[src/rtl/maze_player_ctrl.sv]
// Player-movement and sprite-overlay stage behind the maze pixel generator.
// Optional goal flashing is enabled by defining GOAL_FLASH_EN.
module maze_player_ctrl #(
  parameter int          SCREEN_W     = 96,
  parameter int          SCREEN_H     = 64,
  parameter int          PLAYER_SIZE  = 6,
  parameter int          X_START      = 4,
  parameter int          Y_START      = 4,
  parameter int          GOAL_Y       = 58,
  parameter logic [15:0] WALL_COLOR   = 16'hFFFF,
  parameter logic [15:0] PLAYER_COLOR = 16'hF800,
  parameter int          FLASH_FRAMES = 15
) (
  input  logic        clk,
  input  logic        rst_n,
  input  logic        frame_begin,
  input  logic [12:0] pixel_index,
  input  logic [15:0] maze_data,
  input  logic        btn_up,
  input  logic        btn_down,
  input  logic        btn_left,
  input  logic        btn_right,
  output logic [15:0] pixel_data,
  output logic [6:0]  player_x,
  output logic [5:0]  player_y,
  output logic        move_busy,
  output logic        at_goal,
  output logic [2:0]  fsm_state
);

  localparam logic [2:0] IDLE       = 3'd0;
  localparam logic [2:0] WAIT_FRAME = 3'd1;
  localparam logic [2:0] SCAN       = 3'd2;
  localparam logic [2:0] COMMIT     = 3'd3;
  localparam logic [2:0] WIN        = 3'd4;

  logic [2:0]  state;
  logic [12:0] idx_d;
  logic [6:0]  pix_x;
  logic [5:0]  pix_y;
  logic [6:0]  cand_x;
  logic [5:0]  cand_y;
  logic        hit;
  logic [6:0]  next_x;
  logic [5:0]  next_y;
  logic        move_req;
  logic        move_ok;
  logic [5:0]  commit_y;
  logic        in_player;
  logic        in_cand;
  logic [15:0] sprite_color;

  // idx_d is one cycle behind pixel_index, so it lines up with maze_data.
  assign pix_x = 7'(idx_d % 13'(SCREEN_W));
  assign pix_y = 6'(idx_d / 13'(SCREEN_W));

  function automatic logic in_rect(input logic [6:0] x, input logic [5:0] y,
                                   input logic [6:0] rx, input logic [5:0] ry);
    logic in_x;
    logic in_y;
    in_x = ({1'b0, x} >= {1'b0, rx}) && ({1'b0, x} < ({1'b0, rx} + 8'(PLAYER_SIZE)));
    in_y = ({1'b0, y} >= {1'b0, ry}) && ({1'b0, y} < ({1'b0, ry} + 7'(PLAYER_SIZE)));
    return in_x && in_y;
  endfunction

  assign in_player = in_rect(pix_x, pix_y, player_x, player_y);
  assign in_cand   = in_rect(pix_x, pix_y, cand_x, cand_y);

  // One-pixel step candidate; priority up > down > left > right, bounds-checked.
  always_comb begin
    next_x   = player_x;
    next_y   = player_y;
    move_req = 1'b0;
    move_ok  = 1'b0;
    if (btn_up) begin
      move_req = 1'b1;
      move_ok  = (player_y != 6'd0);
      next_y   = player_y - 6'd1;
    end else if (btn_down) begin
      move_req = 1'b1;
      move_ok  = (({1'b0, player_y} + 7'(PLAYER_SIZE)) < 7'(SCREEN_H));
      next_y   = player_y + 6'd1;
    end else if (btn_left) begin
      move_req = 1'b1;
      move_ok  = (player_x != 7'd0);
      next_x   = player_x - 7'd1;
    end else if (btn_right) begin
      move_req = 1'b1;
      move_ok  = (({1'b0, player_x} + 8'(PLAYER_SIZE)) < 8'(SCREEN_W));
      next_x   = player_x + 7'd1;
    end
  end

  assign commit_y = hit ? player_y : cand_y;

  always_ff @(posedge clk or negedge rst_n) begin
    if (!rst_n) begin
      state    <= IDLE;
      player_x <= 7'(X_START);
      player_y <= 6'(Y_START);
      cand_x   <= 7'(X_START);
      cand_y   <= 6'(Y_START);
      hit      <= 1'b0;
    end else begin
      case (state)
        IDLE: begin
          if (move_req && move_ok) begin
            cand_x <= next_x;
            cand_y <= next_y;
            hit    <= 1'b0;
            state  <= WAIT_FRAME;
          end
        end
        WAIT_FRAME: begin
          if (frame_begin) state <= SCAN;
        end
        SCAN: begin
          // The frame_begin cycle still carries the last pixel of the frame.
          if (in_cand && (maze_data == WALL_COLOR)) hit <= 1'b1;
          if (frame_begin) state <= COMMIT;
        end
        COMMIT: begin
          if (!hit) begin
            player_x <= cand_x;
            player_y <= cand_y;
          end
          state <= (commit_y >= 6'(GOAL_Y)) ? WIN : IDLE;
        end
        WIN: state <= WIN;
        default: state <= IDLE;
      endcase
    end
  end

`ifdef GOAL_FLASH_EN
  logic [7:0] flash_cnt;
  logic       flash_phase;

  // Outside WIN the counter is held at zero, so it restarts on every WIN entry.
  always_ff @(posedge clk or negedge rst_n) begin
    if (!rst_n) begin
      flash_cnt   <= 8'd0;
      flash_phase <= 1'b0;
    end else if (state != WIN) begin
      flash_cnt   <= 8'd0;
      flash_phase <= 1'b0;
    end else if (frame_begin) begin
      if (flash_cnt == 8'(FLASH_FRAMES - 1)) begin
        flash_cnt   <= 8'd0;
        flash_phase <= ~flash_phase;
      end else begin
        flash_cnt <= flash_cnt + 8'd1;
      end
    end
  end

  assign sprite_color = flash_phase ? ~PLAYER_COLOR : PLAYER_COLOR;
`else
  assign sprite_color = PLAYER_COLOR;
`endif

  always_ff @(posedge clk or negedge rst_n) begin
    if (!rst_n) begin
      idx_d      <= 13'd0;
      pixel_data <= 16'd0;
    end else begin
      idx_d      <= pixel_index;
      pixel_data <= in_player ? sprite_color : maze_data;
    end
  end

  assign move_busy = (state == WAIT_FRAME) || (state == SCAN) || (state == COMMIT);
  assign at_goal   = (state == WIN);
  assign fsm_state = state;

endmodule

[config.mk]
export PLATFORM = sky130hd
export DESIGN_NAME = maze_player_ctrl
export DESIGN_NICKNAME = d
export VERILOG_FILES = /design/src/rtl/maze_player_ctrl.sv
export SDC_FILE = /design/constraint.sdc
export NUM_CORES = 1
export LEC_CHECK = 0
export BUFFER_PORTS_ARGS = -buffer_cell sky130_fd_sc_hd__buf_4
export CAP_MARGIN = 20
export CORE_MARGIN = 1.5
export CORE_UTILIZATION = 56
export DETAILED_ROUTE_END_ITERATION = 16
export PLACE_DENSITY = 0.79
export SLEW_MARGIN = 30
export SYNTH_ARGS = -nofsm -noshare
export SYNTH_HDL_FRONTEND = slang
export SYNTH_SLANG_ARGS = --single-unit
[constraint.sdc]
create_clock -name clk -period 4.6 [get_ports clk]
set_clock_uncertainty 0.1 [all_clocks]
set_input_delay 0.46 -clock clk [delete_from_list [all_inputs] [get_ports clk]]
set_output_delay 0.46 -clock clk [all_outputs]
set_load 0.03 [all_outputs]
==> results.txt <==
- Run status: finished clean
- Routability-driven placement finished with a final weighted congestion of between 0.9 and 1.
- Compared with the post-synthesis result, the final layout area differs by 14.9%.
- Area of the die: between 8000 and 9000 sq um
- Number of cells upsized or downsized after cts: 0
* Top cells by area, synth: sky130_fd_sc_hd__dfrtp_1 (30%), sky130_fd_sc_hd__ha_1 (16%), sky130_fd_sc_hd__xnor2_1 (4.3%), sky130_fd_sc_hd__o21ai_0 (3.9%), sky130_fd_sc_hd__nand2_1 (3.0%)
* Element type at the critical path start: flop
- Synthesis handed over a netlist of 484 instances.
- Path type of the worst min-delay path: input port to asynchronous set/reset pin
- In this design, the stage delay of the slowest critical-path cell is roughly 0.7 ns.
* Cell type of the slowest stage on the worst timing path: sky130_fd_sc_hd__dfrtp_1
- For the pin with the worst max-slew slack, the measured transition is around 0.85 ns.
- Die height: around 94 um
* Highest ir drop seen on vdd: 0.322 mV
- After detailed routing, the total wire length is 10800 um.
* Cell type contributing the most total cell area after synthesis: sky130_fd_sc_hd__dfrtp_1
- Synth Flop Type: sky130_fd_sc_hd__dfrtp_1
* Number of detailed-routing iterations run before antenna repair: 4
- The cell family contributing the most delay on the critical path is simple AND/OR/NAND/NOR gates.
- In this run, the number of DRC markers left after iteration 0 of detailed routing was 233.
- Combinational power share: a little under three fifths
- Mean cell area of the mapped netlist: 9.60 sq um
* Count of hold buffers inserted by post-cts repair: 0
* TritonCTS clock tree: yes
- Cells traversed along the worst timing path: inv_1 -> and4_2 -> o31ai_4 -> nand3_2 -> or4_1 -> nand4_1 -> ha_1 -> o21a_1 -> o32ai_1 -> a21oi_1 -> a2111oi_4 -> buf_4 -> a21boi_0
* Sequential cell area: approximately 1500 sq um
- Proportion of total power due to net switching: between 40% and 50%
* Post-synth top area share: 29.6%
- Worst hold slack after final layout: 0.0805 ns
- Max-cap violations in this run came to 0.
* Final Setup Violations: 0
* Antenna-violating nets left: 0
- Required arrival time at the worst endpoint: between 4 and 5 ns
* CTS root buffer: sky130_fd_sc_hd__clkbuf_8
- The number of antenna violations at the first check in global routing is 0.
* Relative slew margins: 43.2%
- Portion of the post-synthesis area used by sequential elements: 31.9%
- Once detailed placement completed, the half-perimeter wirelength came to 8140 um.
- Total congestion overflow: 0
* Static leakage power: 2.43 nW
- Period utilisation layout: between 80% and 90%
- Most frequent cells after synthesis: sky130_fd_sc_hd__ha_1 (60), sky130_fd_sc_hd__dfrtp_1 (55), sky130_fd_sc_hd__nand2_1 (37), sky130_fd_sc_hd__o21ai_0 (36), sky130_fd_sc_hd__inv_1 (32)
* Critical path endpoint category: flop
* Post-layout util: around 66%
- The share of total power dissipated in sequential elements is between 20% and 30%.
- Number of port buffers: 69
- Data on the critical path arrives at its endpoint at approximately 4.2 ns.
* Clock latency reported for the late side of the worst-skew pair: approximately 0.35 ns
* Number of diodes added for antenna fixing: 0
* Final sum of negative setup slack: 0 ns
- The internal power of the cells totals around 0.0017 W.
* Net switching power of the design: between 0.001 and 0.0015 W
- Core area: around 8100 sq um
* Number of primary I/O pins: 70
* Worst setup startpoint: idx_d[9]$_DFF_PN0_
- Clock period minus final worst setup slack: 4.14 ns
- RR Startpoint: idx_d[9]$_DFF_PN0_
* Total Nets Final: 640
* Maximum number of pins on one net before global-route repair: 60
- In this run the core area contains 33 standard-cell rows.
- Yosys Warn Count: 0
- Setup repair after global routing left no endpoint under its margin.
- DRC violations left: 0
* Total CTS buffers: 9
* Vias per Instance: between 5 and 6
- In this run, distinct cell masters in the synthesized netlist total 80.
- In this run the power density over the cells is 592 nW/um^2.
- Area of the multi-input gates: 2880 sq um
- The initial utilization of the core area, before any placement, comes to between 50% and 60%.
- The synthesized design contains 0 enable-type register cells.
- Of all flip-flops after synthesis, the portion carrying an async set or reset was 100%.
* Number of sinks driven by the clock tree: 59
- Ratio of cells with drive above 1 in the final layout: between 20% and 30%
- Derived from the worst setup path, the maximum achievable clock frequency is roughly 240 MHz.
- Of the total power, the clock network draws between 15 and 20%.
* Via count: approximately 3800
- Buffering stage count on the worst path with inverters included: 2
* Horizontal extent of the die: ~94 um
- Most frequent cell after synthesis: sky130_fd_sc_hd__ha_1
- Number of buffers added for setup after CTS: 0
- CP Class: flop to flop
- Total routing resource utilization after global routing: a little over a quarter
- Of all nets on the critical path, the largest fanout is 17.
- The first global-routing pass estimated around 18000 um of wire.
- The H-tree was split into 3 levels.
- The number of global-route vias before repair is between 3000 and 4000.
- Number of fill cells: about 640
- Mapped Area: around 4600 sq um
- The clock passes through at most 2 buffers.
- Dividing the detail-routed wire length by the instance count gives 16.5 um.
- Syn nets: between 500 and 600
- Clock slew at the register clock pins of the worst setup and hold paths: 0.07 ns
- Final Hold Vio Count: 0
- FF+latch count, synth: slightly below 60
- Pins over their slew limit: 0
## metal layers
layer / GRT usage (%) / routed length (um) / vias to the layer above
met2: 42.8 / 5180 / 97
met5: 0 / 0 / -
met3: 5.83 / 533 / 22
met4: 7.71 / 206 / 0
li1: - / - / 1866
met1: 35.1 / 4890 / 1853
## worst paths after layout
path | end | slack (ns) | cells past startpoint
setup / recovery | pixel_data[4]$_DFF_PN0_ | 0.46 | 13
hold / removal | idx_d[2]$_DFF_PN0_ | 0.08 | 1
setup reg to reg | pixel_data[4]$_DFF_PN0_ | 0.46 | 13
hold reg to reg | player_y[2]$_DFFE_PN1P_ | 0.41 | 2
max in group asynchronous | fsm_state[2]$_DFFE_PN0P_ | 3.80 | 1
min in group clk | idx_d[2]$_DFF_PN0_ | 0.11 | 1
## sequential cells by signal, indices dropped and copies added, names as in the netlist
signal and cells:
idx_d 13, player_x 7, pixel_data 16, player_y 6, hit 1, cand_x 7, cand_y 6, fsm_state 3
## cell usage in the layout, fill, tap and decap left out, drive strengths merged, types with 4 or more instances in the layout
| cell | n |
|---|---|
| xor2 | 6 |
| nand2b | 11 |
| a21oi | 16 |
| a2111oi | 4 |
| a21o | 10 |
| a21boi | 12 |
| o21ai | 39 |
| o21bai | 4 |
| xnor2 | 23 |
| dfstp | 4 |
| nor2 | 22 |
| mux2i | 8 |
| nand2 | 37 |
| dfrtp | 55 |
| mux2 | 8 |
| inv | 32 |
| o21a | 6 |
| nand3b | 5 |
| ha | 60 |
| buf | 71 |
| nor3 | 14 |
| o2111ai | 4 |
| a211oi | 7 |
| nand3 | 11 |
| clkbuf | 12 |
| nand4 | 5 |
## cell families after synthesis
group           count (synthesis)  synth area share, %
flops                          59                 31.9
simple gates                  130                 14.9
mux                            16                 3.82
compound gates                134                 21.1
fa+ha+maj                      62                 16.6
buf+inv                        54                 6.30
xor+xnor                       29                 5.46
## layout make-up
class                   instances  area share [%]
clock buffers                  12            2.72
clock inverters                 4           0.961
inverters                      32            2.25
multi-input cells             371            53.9
flip-flops and latches         59            27.7
well taps                     105            2.46
repair buffers                 71            9.98
## power by group through the flow
| stage | registers, W | logic (W) | clock network, W |
|---|---|---|---|
| floorplan | 0.00103 | 0.00112 | 0 |
| global placement | 0.000915 | 0.00168 | 0 |
| detailed placement | 0.000920 | 0.00174 | 0 |
| CTS | 0.000912 | 0.00176 | 0.000495 |
| global route | 0.000946 | 0.00195 | 0.000519 |
| finish | 0.000917 | 0.00176 | 0.000484 |
## through the flow
stage | power (W) | cell area, sq um | instances | worst slack [ns]
after global placement | 0.00260 | 5140 | 638 | 0.663
after floorplan | 0.00215 | 4650 | 484 | 0.925
after detailed placement | 0.00267 | 5140 | 638 | 0.509
after global routing | 0.00342 | 5340 | 654 | 0.117
after CTS | 0.00317 | 5340 | 654 | 0.463
final | 0.00316 | 5340 | 654 | 0.465
(Power assumes the default switching activity.)
